## config.mk

```make
export PLATFORM = sky130hd
export DESIGN_NAME = posit_extract_arbiter
export DESIGN_NICKNAME = d
export VERILOG_FILES = /design/src/rtl/posit_defines.sv /design/src/rtl/posit_extract.sv /design/src/rtl/rr_arbiter.sv /design/src/rtl/posit_extract_arbiter.sv
export SDC_FILE = /design/constraint.sdc
export NUM_CORES = 1
export LEC_CHECK = 0
export ABC_AREA = 1
export CELL_PAD_IN_SITES_DETAIL_PLACEMENT = 1
export CELL_PAD_IN_SITES_GLOBAL_PLACEMENT = 1
export CORE_MARGIN = 2
export CORE_UTILIZATION = 37
export DETAILED_ROUTE_END_ITERATION = 6
export PLACE_DENSITY_LB_ADDON = 0.1
export RECOVER_POWER = 100
export SLEW_MARGIN = 5
export SYNTH_ARGS = -nofsm -noshare
export SYNTH_HDL_FRONTEND = slang
export SYNTH_SLANG_ARGS = --single-unit
```

## constraint.sdc

```tcl
create_clock -name clk -period 23.9 [get_ports clk]
set_clock_uncertainty 0.05 [all_clocks]
set_input_delay 5.975 -clock clk [delete_from_list [all_inputs] [get_ports clk]]
set_output_delay 5.975 -clock clk [all_outputs]
set_load 0.005 [all_outputs]
```

## src/rtl/posit_defines.sv

```systemverilog
// Shared posit format parameters and the decoded-value payload.
package posit_defines;

    localparam int unsigned NBITS    = 32;
    localparam int unsigned ES       = 2;
    localparam int unsigned NREQ_MAX = 16;
    localparam int unsigned SCALE_W  = 9;
    localparam int unsigned FRAC_W   = NBITS - 3 - ES;
    localparam int unsigned RUN_W    = $clog2(NBITS);

    typedef struct packed {
        logic                      sgn;
        logic signed [SCALE_W-1:0] scale;
        logic [FRAC_W-1:0]         fraction;
        logic                      inf;
        logic                      zero;
    } value;

endpackage

```

## src/rtl/posit_extract.sv

```systemverilog
// Combinational posit decoder: sign, regime+exponent scale, fraction and magnitude.
module posit_extract
    import posit_defines::*;
(
    input  logic [NBITS-1:0] posit,
    output value             val,
    output logic [NBITS-2:0] mag
);

    logic [NBITS-2:0] mag_c;
    logic [NBITS-2:0] tmp;
    logic             r0;
    logic             done;
    logic [RUN_W-1:0] run;
    logic [RUN_W:0]   sh;
    logic [ES-1:0]    ex;
    logic [FRAC_W-1:0] frac;
    int               k_i;

    always_comb begin
        mag_c = posit[NBITS-1] ? (NBITS-1)'(-posit) : posit[NBITS-2:0];
        r0    = mag_c[NBITS-2];
        run   = '0;
        done  = 1'b0;
        tmp   = mag_c;
        // Regime run length: leading bits equal to the first regime bit.
        for (int i = 0; i < int'(NBITS) - 1; i++) begin
            if (!done && tmp[NBITS-2] == r0) run = run + RUN_W'(1);
            else done = 1'b1;
            tmp = tmp << 1;
        end
        sh = {1'b0, run} + (RUN_W+1)'(1);
        // Drop regime and terminator; the two LSBs are always zero after the shift.
        {ex, frac} = (ES+FRAC_W)'((mag_c << sh) >> 2);
        k_i = r0 ? int'(run) - 1 : -int'(run);

        val          = '0;
        val.sgn      = posit[NBITS-1];
        val.scale    = SCALE_W'(k_i * (1 << ES) + int'(ex));
        val.fraction = frac;
        if (posit == '0) begin
            val      = '0;
            val.zero = 1'b1;
        end else if (posit == {1'b1, {(NBITS-1){1'b0}}}) begin
            val     = '0;
            val.inf = 1'b1;
        end
        mag = mag_c;
    end

endmodule

```

## src/rtl/rr_arbiter.sv

```systemverilog
// Round-robin arbiter: first requester at or after ptr wins.
module rr_arbiter #(
    parameter int unsigned N  = 4,
    parameter int unsigned IW = (N > 1) ? $clog2(N) : 1
) (
    input  logic [N-1:0]  req,
    input  logic [IW-1:0] ptr,
    output logic [N-1:0]  grant,
    output logic [IW-1:0] grant_idx
);

    logic [N-1:0] rot;
    logic         found;
    int           off;
    int           sum;

    always_comb begin
        rot   = N'({req, req} >> ptr);
        found = 1'b0;
        off   = 0;
        for (int o = 0; o < int'(N); o++) begin
            if (!found && rot[0]) begin
                found = 1'b1;
                off   = o;
            end
            rot = rot >> 1;
        end
        sum = int'(ptr) + off;
        if (sum >= int'(N)) sum = sum - int'(N);
        grant_idx = IW'(sum);
        grant     = found ? (N'(1) << grant_idx) : '0;
    end

endmodule

```

## src/rtl/posit_extract_arbiter.sv

```systemverilog
// Round-robin shared posit decoder with a two-stage valid/ready pipeline.
// Optional grant counters under `POSIT_ARB_STATS_EN.
module posit_extract_arbiter
    import posit_defines::*;
#(
    parameter int unsigned NREQ = 4,
    parameter int unsigned IDW  = (NREQ > 1) ? $clog2(NREQ) : 1
) (
    input  logic                       clk,
    input  logic                       rst_n,
    input  logic [NREQ-1:0]            req_valid,
    input  logic [NREQ-1:0][NBITS-1:0] req_data,
    output logic [NREQ-1:0]            req_ready,
    output logic                       out_valid,
    input  logic                       out_ready,
    output value                       out_value,
    output logic [NBITS-2:0]           out_abs,
    output logic [IDW-1:0]             out_id
`ifdef POSIT_ARB_STATS_EN
    ,
    output logic [NREQ-1:0][15:0]      grant_cnt
`endif
);

    logic [IDW-1:0]   rr_ptr;
    logic [NREQ-1:0]  grant;
    logic [IDW-1:0]   grant_idx;
    logic             s1_valid;
    logic [NBITS-1:0] s1_data;
    logic [IDW-1:0]   s1_id;
    logic             s2_accept;
    logic             s1_adv;
    logic             s1_accept;
    logic             xfer;
    value             dec_val;
    logic [NBITS-2:0] dec_mag;

    rr_arbiter #(.N(NREQ), .IW(IDW)) u_arb (
        .req       (req_valid),
        .ptr       (rr_ptr),
        .grant     (grant),
        .grant_idx (grant_idx)
    );

    // Handshake: S1 can take a new item when empty or when it advances into S2.
    always_comb begin
        s2_accept = !out_valid || out_ready;
        s1_adv    = s1_valid && s2_accept;
        s1_accept = !s1_valid || s1_adv;
        req_ready = grant & {NREQ{s1_accept && rst_n}};
        xfer      = |req_ready;
    end

    always_ff @(posedge clk or negedge rst_n) begin
        if (!rst_n) begin
            rr_ptr <= '0;
        end else if (xfer) begin
            rr_ptr <= (int'(grant_idx) == int'(NREQ) - 1) ? '0 : grant_idx + IDW'(1);
        end
    end

    always_ff @(posedge clk or negedge rst_n) begin
        if (!rst_n) begin
            s1_valid <= 1'b0;
            s1_data  <= '0;
            s1_id    <= '0;
        end else if (s1_accept) begin
            s1_valid <= xfer;
            if (xfer) begin
                s1_data <= req_data[grant_idx];
                s1_id   <= grant_idx;
            end
        end
    end

    posit_extract u_dec (
        .posit (s1_data),
        .val   (dec_val),
        .mag   (dec_mag)
    );

    always_ff @(posedge clk or negedge rst_n) begin
        if (!rst_n) begin
            out_valid <= 1'b0;
            out_value <= '0;
            out_abs   <= '0;
            out_id    <= '0;
        end else if (s1_adv) begin
            out_valid <= 1'b1;
            out_value <= dec_val;
            out_abs   <= dec_mag;
            out_id    <= s1_id;
        end else if (out_ready) begin
            out_valid <= 1'b0;
        end
    end

`ifdef POSIT_ARB_STATS_EN
    // Saturating per-requester transfer counters.
    for (genvar g = 0; g < int'(NREQ); g++) begin : g_cnt
        logic [15:0] cnt;
        always_ff @(posedge clk or negedge rst_n) begin
            if (!rst_n) begin
                cnt <= '0;
            end else if (req_ready[g] && cnt != 16'hFFFF) begin
                cnt <= cnt + 16'd1;
            end
        end
        assign grant_cnt[g] = cnt;
    end
`endif

endmodule

```

==> Word-level counts from Yosys, hierarchy flattened <==
Index checks and enable logic that the tools add are counted.
{ "classes": {"n_addsub": 37, "n_lt_le_gt_ge": 2, "eq_ne": 32, "shift": 3, "n_mux": 77, "bitwise_logic": 1, "reduce_logical": 73} }
{ "ops": {"columns": ["operator", "count"], "rows": [
  ["$add A5 B1 Y5 const B", 29],
  ["$mux W5", 29],
  ["$mux W32", 3],
  ["$mux W39", 2],
  ["$bmux W32 S2", 1],
  ["$mux W1", 36],
  ["$logic_and A1 B1 Y1", 34],
  ["$logic_not A1 Y1", 33],
  ["$add A3 B32 Y32", 1],
  ["$eq A32 B32 Y1 const B", 1],
  ["$ge A32 B4 Y1 const B", 1],
  ["$logic_not A32 Y1", 1],
  ["$mux W31", 1],
  ["$neg A31 Y31", 1],
  ["$shl A31 B6 Y31", 1],
  ["$eq A1 B1 Y1", 30],
  ["$add A9 B3 Y9", 1],
  ["$shr A8 B2 Y4", 1],
  ["$mux W7", 1],
  ["$neg A5 Y7", 1],
  ["$add A5 B1 Y6 const B", 1],
  ["$mux W2", 3],
  ["$sub A5 B1 Y6 const B", 1],
  ["$and A4 B4 Y4", 1],
  ["10 further kinds", 11]
]} }
{ "word_totals": {"regBits": 110} }

==> Logic depth before layout (Yosys ltp) <==
{ "logic_depth": {"depth_word": 94, "mapped_depth": 123} }

==> Hierarchy <==
Synthesis repeated with hierarchy kept, for this count alone.
{ "hier_totals": {"hier_cells": 1964, "hier_area_um2": 11753.8} }
{ "modules_own_cells": {"columns": ["mod", "n_inst", "cells_each", "area_each_um2"], "rows": [
  ["posit_extract", 1, 1188, 5894.4],
  ["posit_extract_arbiter", 1, 733, 5634.2],
  ["rr_arbiter", 1, 43, 225.2]
]} }

==> Worst setup path after synthesis <==
OpenSTA, ideal clock, no wires.
{ "synth_path": {"path_kind": "register -> register", "startpoint": "reg s1_data[0]", "endpoint": "reg out_value[28] in the netlist's numbering", "setup_time_ns": 0.117, "arrival_ns": 16.402, "required_time_ns": 23.733, "path_slack_ns": 7.330, "path_stages_with_launch": 122, "n_path_buf": 2, "path_cell_list": "dfrtp_1 -> inv_2 -> ha_1 -> nand3_2 -> nor2_1 -> nand2_1 -> nand2_4 -> nand2_2 -> nand2_4 -> nand2_8 -> inv_6 -> nand2_2 -> nand2_2 -> nand3_4 -> inv_2 -> nand2_1 -> o211ai_1 -> ha_1 -> (+86 left out) -> and2_1 -> ha_1 -> nand2_1 -> nand2_1 -> ha_1 -> or2_2 -> nand2_1 -> inv_1 -> ha_1 -> clkbuf_1 -> inv_1 -> buf_1 -> mux2i_1 -> nand3_1 -> nand3_1 -> nand3_1 -> nand3_1 -> nand2_1"} }
{ "synth_between": {"elab_chain_cells": 93} }
{ "synth_lines": {"columns": ["element", "line_no", "text"], "rows": [
  ["from (decl)", "posit_extract_arbiter.sv:29", "logic [NBITS-1:0] s1_data;"],
  ["from (signal assigned)", "posit_extract_arbiter.sv:70", "s1_data <= req_data[grant_idx];"],
  ["parallel branches: the longest is 92 deep, another holds $neg A31 Y31", null, null],
  ["$mux W39 (*)", "posit_extract.sv:41", "if (posit == '0) begin"],
  ["to (signal assigned)", "posit_extract_arbiter.sv:90", "out_value <= dec_val;"],
  ["to (decl)", "posit_extract_arbiter.sv:16", "output value out_value,"]
]} }
Mark *: on every way between the ends.
A chain may end at the register's enable or synchronous reset.

==> Final worst setup path <==
{ "layout_path": {"startpoint": "reg s1_data[0]", "endpoint": "reg out_value[23] in the netlist's numbering"} }
Same word-level chain as after synthesis.

==> impl_metrics.csv <==
group,metric,value,unit
status,status,"finished with violations",
status,violations,"max-capacitance violations, max-slew violations",
synthesis,synth_area_leader_cell,"dfrtp_1",
cts,cts-root-buf,"clkbuf_16",
cts,htreeDepth,3,
synthesis,ys_top_cells_by_count,"543 x nand2_1, 233 x nor2_1, 193 x o21ai_0",
critical_path,cp_max_fo,35,
global_route,gr-total-overflow,0,
synthesis,synth_edf_count,0,
critical_path,worst_path_most_repeated_cell,"nand2_1",
worst_hold_path,hold_depth,2,
floorplan,core_area,28900,sq um
synthesis,netlist-cell-type-count,49,
sta,hold_viol,0,
sta,post-route-period-util,0.867,
synthesis,ys_top_cells_by_area,"dfrtp_1 25%, nand2_1 19%, o21ai_0 8.9%",
synthesis,ys_async_sr_fraction,1.00,
detailed_routing,drtAntennaViolNets,0,
global_route,gr-usage-all-layers,0.256,
sta,tns,0,ns
sta,rsz0062_at_grt,"false",
cts,numCtsBuffers,9,
global_route,grt_pass1_vias,12453,
synthesis,synth_top_flop_cell,"dfrtp_1",
cts,clkSlewWorstSetupHoldPaths,0.10,ns
sta,worst_pin_slew,3.31,ns
critical_path,cp_slowest_cell,"clkinvlp_2",
critical_path,crit_required,24.16,ns
floorplan,ios,212,
synthesis,ys_seq_elements,110,
placed_design,numPortBuffers,211,
detailed_routing,drt_wl_total,39.4,mm
sta,slew_headroom,-1.21,
worst_hold_path,hold_path_class,"reg2reg",
synthesis,synth_top_cell_area_share,0.252,
critical_path,worstSetupPathType,"reg2reg",
cts,cts_sinks,110,
detailed_routing,dr.pass1.iters,7,
detailed_routing,wl_per_cell,16.7,um
critical_path,r2r_end,"out_value[23]",
floorplan,die_y,176,um
global_route,antenna_found_initial,0,
critical_path,start_kind,"flop",
synthesis,synth_nets,1985,
cts,clk_latency,0.38,ns
critical_path,worstPathArrival,20.99,ns
cts,cts.repair.resized,0,
run,drv_cap,4,
cts,cts_buffer_depth,2,
floorplan,die_w,176,um
worst_hold_path,min_from,"out_abs[2]",
layout,final_nets,2141,
worst_hold_path,hold_path_end,"out_abs[2]",
sta,slew_violations,252,
synthesis,syn_inst,1816,
critical_path,r2r_cells,118,
floorplan,rows,62,
synthesis,yosysMostFrequentCell,"nand2_1",
critical_path,slowest_delay,0.95,ns
detailed_routing,drt_iter0_drc,618,
critical_path,r2r_slack,3.17,ns
layout,final-seq-area,2750,sq um
synthesis,yosysSeqAreaShare,0.252,
cts,cts_tree,"built",
layout,final_layout_size_suffix_gt1_frac,0.0738,
detailed_routing,drc_errors,0,
synthesis,avgSynthCellArea,6.00,sq um
sta,finalSetupViolations,0,
cts,holdBufCountCts,0,
detailed_routing,vias_per_cell,5.10,
global_route,grt_max_degree,73,
floorplan,initial_core_util,0.378,
synthesis,syn_area,10900,sq um
layout,syn_to_final_growth,23.8,%
placed_design,dp.final_hpwl,31.6,mm
floorplan,dieArea,30900,sq um
layout,num-fill-cells,3957,
placed_design,gp_congestion,0.924,
layout,multiInputGateArea,6990,sq um
sta,post-route-min-period,20.73,ns
global_route,grt_pass1_wl,63.8,mm
sta,fmax,48.2,MHz
critical_path,cp-end-kind,"flop",
synthesis,yosys_warnings,0,
critical_path,reg2reg_from,"s1_data[0]",
cts,postCtsSetupBuffers,0,
detailed_routing,num_vias,12048,
layout,antenna_cells,0,
-- placed cells by master, fill, tap and decap left out, types with 32 or more instances in the layout --
master             n
dfrtp_1          110
o21ai_0          200
ha_1              33
clkdlybuf4s50_1  132
xor2_1            34
nand2_2           32
inv_1            188
nor2_1           232
dlygate4sd3_1     78
nand2_1          543
nand3_1          170
-- cell type report --
type                            instances  area share
Clock inverter                          7     0.00677
Sequential cell                       110       0.204
Multi-Input combinational cell       1419       0.518
Tap cell                              384      0.0356
Inverter                              213      0.0595
Clock buffer                            9      0.0167
Timing Repair Buffer                  219       0.160
-- worst max-delay path: cells and delay by family (launching register included) --
kind,cells,cell delay [ns]
AOI/OAI and AO/OA,6,1.36
adders and majority gates,28,8.48
buffers and inverters,22,2.89
DFF,1,0.44
and+or+nand+nor,62,7.40
-- worst max-delay path by stage --
stage	start	endpoint	slack (ns)	cells after the start
after global routing	s1_data[0]	out_value[23]	1.37	118
after detailed placement	s1_data[0]	out_value[23]	4.38	119
final	s1_data[0]	out_value[23]	3.17	118
after floorplan	s1_data[0]	out_value[28]	7.33	121
after global placement	s1_data[0]	out_value[23]	5.27	119
after CTS	s1_data[0]	out_value[23]	4.38	119
-- per-layer routing --
layer	vias up	track usage	wire (um)
met4	0	0.0751	1000
met1	5652	0.328	17900
met5	-	0	0
met3	60	0.0396	1790
li1	6082	-	-
met2	254	0.445	18700
-- flip-flops by register name, summed over array words and instances (netlist names) --
register	count
out_abs	31
out_id	2
out_valid	1
out_value	39
rr_ptr	2
s1_data	32
s1_id	2
s1_valid	1
-- logic make-up (layout without fill, tap and decap cells) --
group | count (synthesis) | after routing | share of synthesized area
and+or+nand+nor | 1077 | 1077 | 0.440
AOI/OAI and AO/OA | 268 | 268 | 0.128
DFF | 110 | 110 | 0.252
adders and majority gates | 34 | 34 | 0.0390
xor gates and xnor gates | 37 | 37 | 0.0311
muxes | 3 | 3 | 0.00275
buffers and inverters | 287 | 448 | 0.107
-- per-stage QoR --
step	utilization	setup WS [ns]	cells	hold WS, ns	instance area (sq um)
global route	0.468	1.37	2361	0.451	13500
floorplan	-	7.33	1816	0.422	10900
global placement	0.458	5.27	2345	0.415	13200
detailed placement	0.458	4.38	2345	0.419	13200
finish	0.468	3.17	2361	0.435	13500
CTS	0.469	4.38	2361	0.444	13500
Power is not shown: default switching activity piles up to over one toggle a cycle in this logic, so the estimate is an artifact.
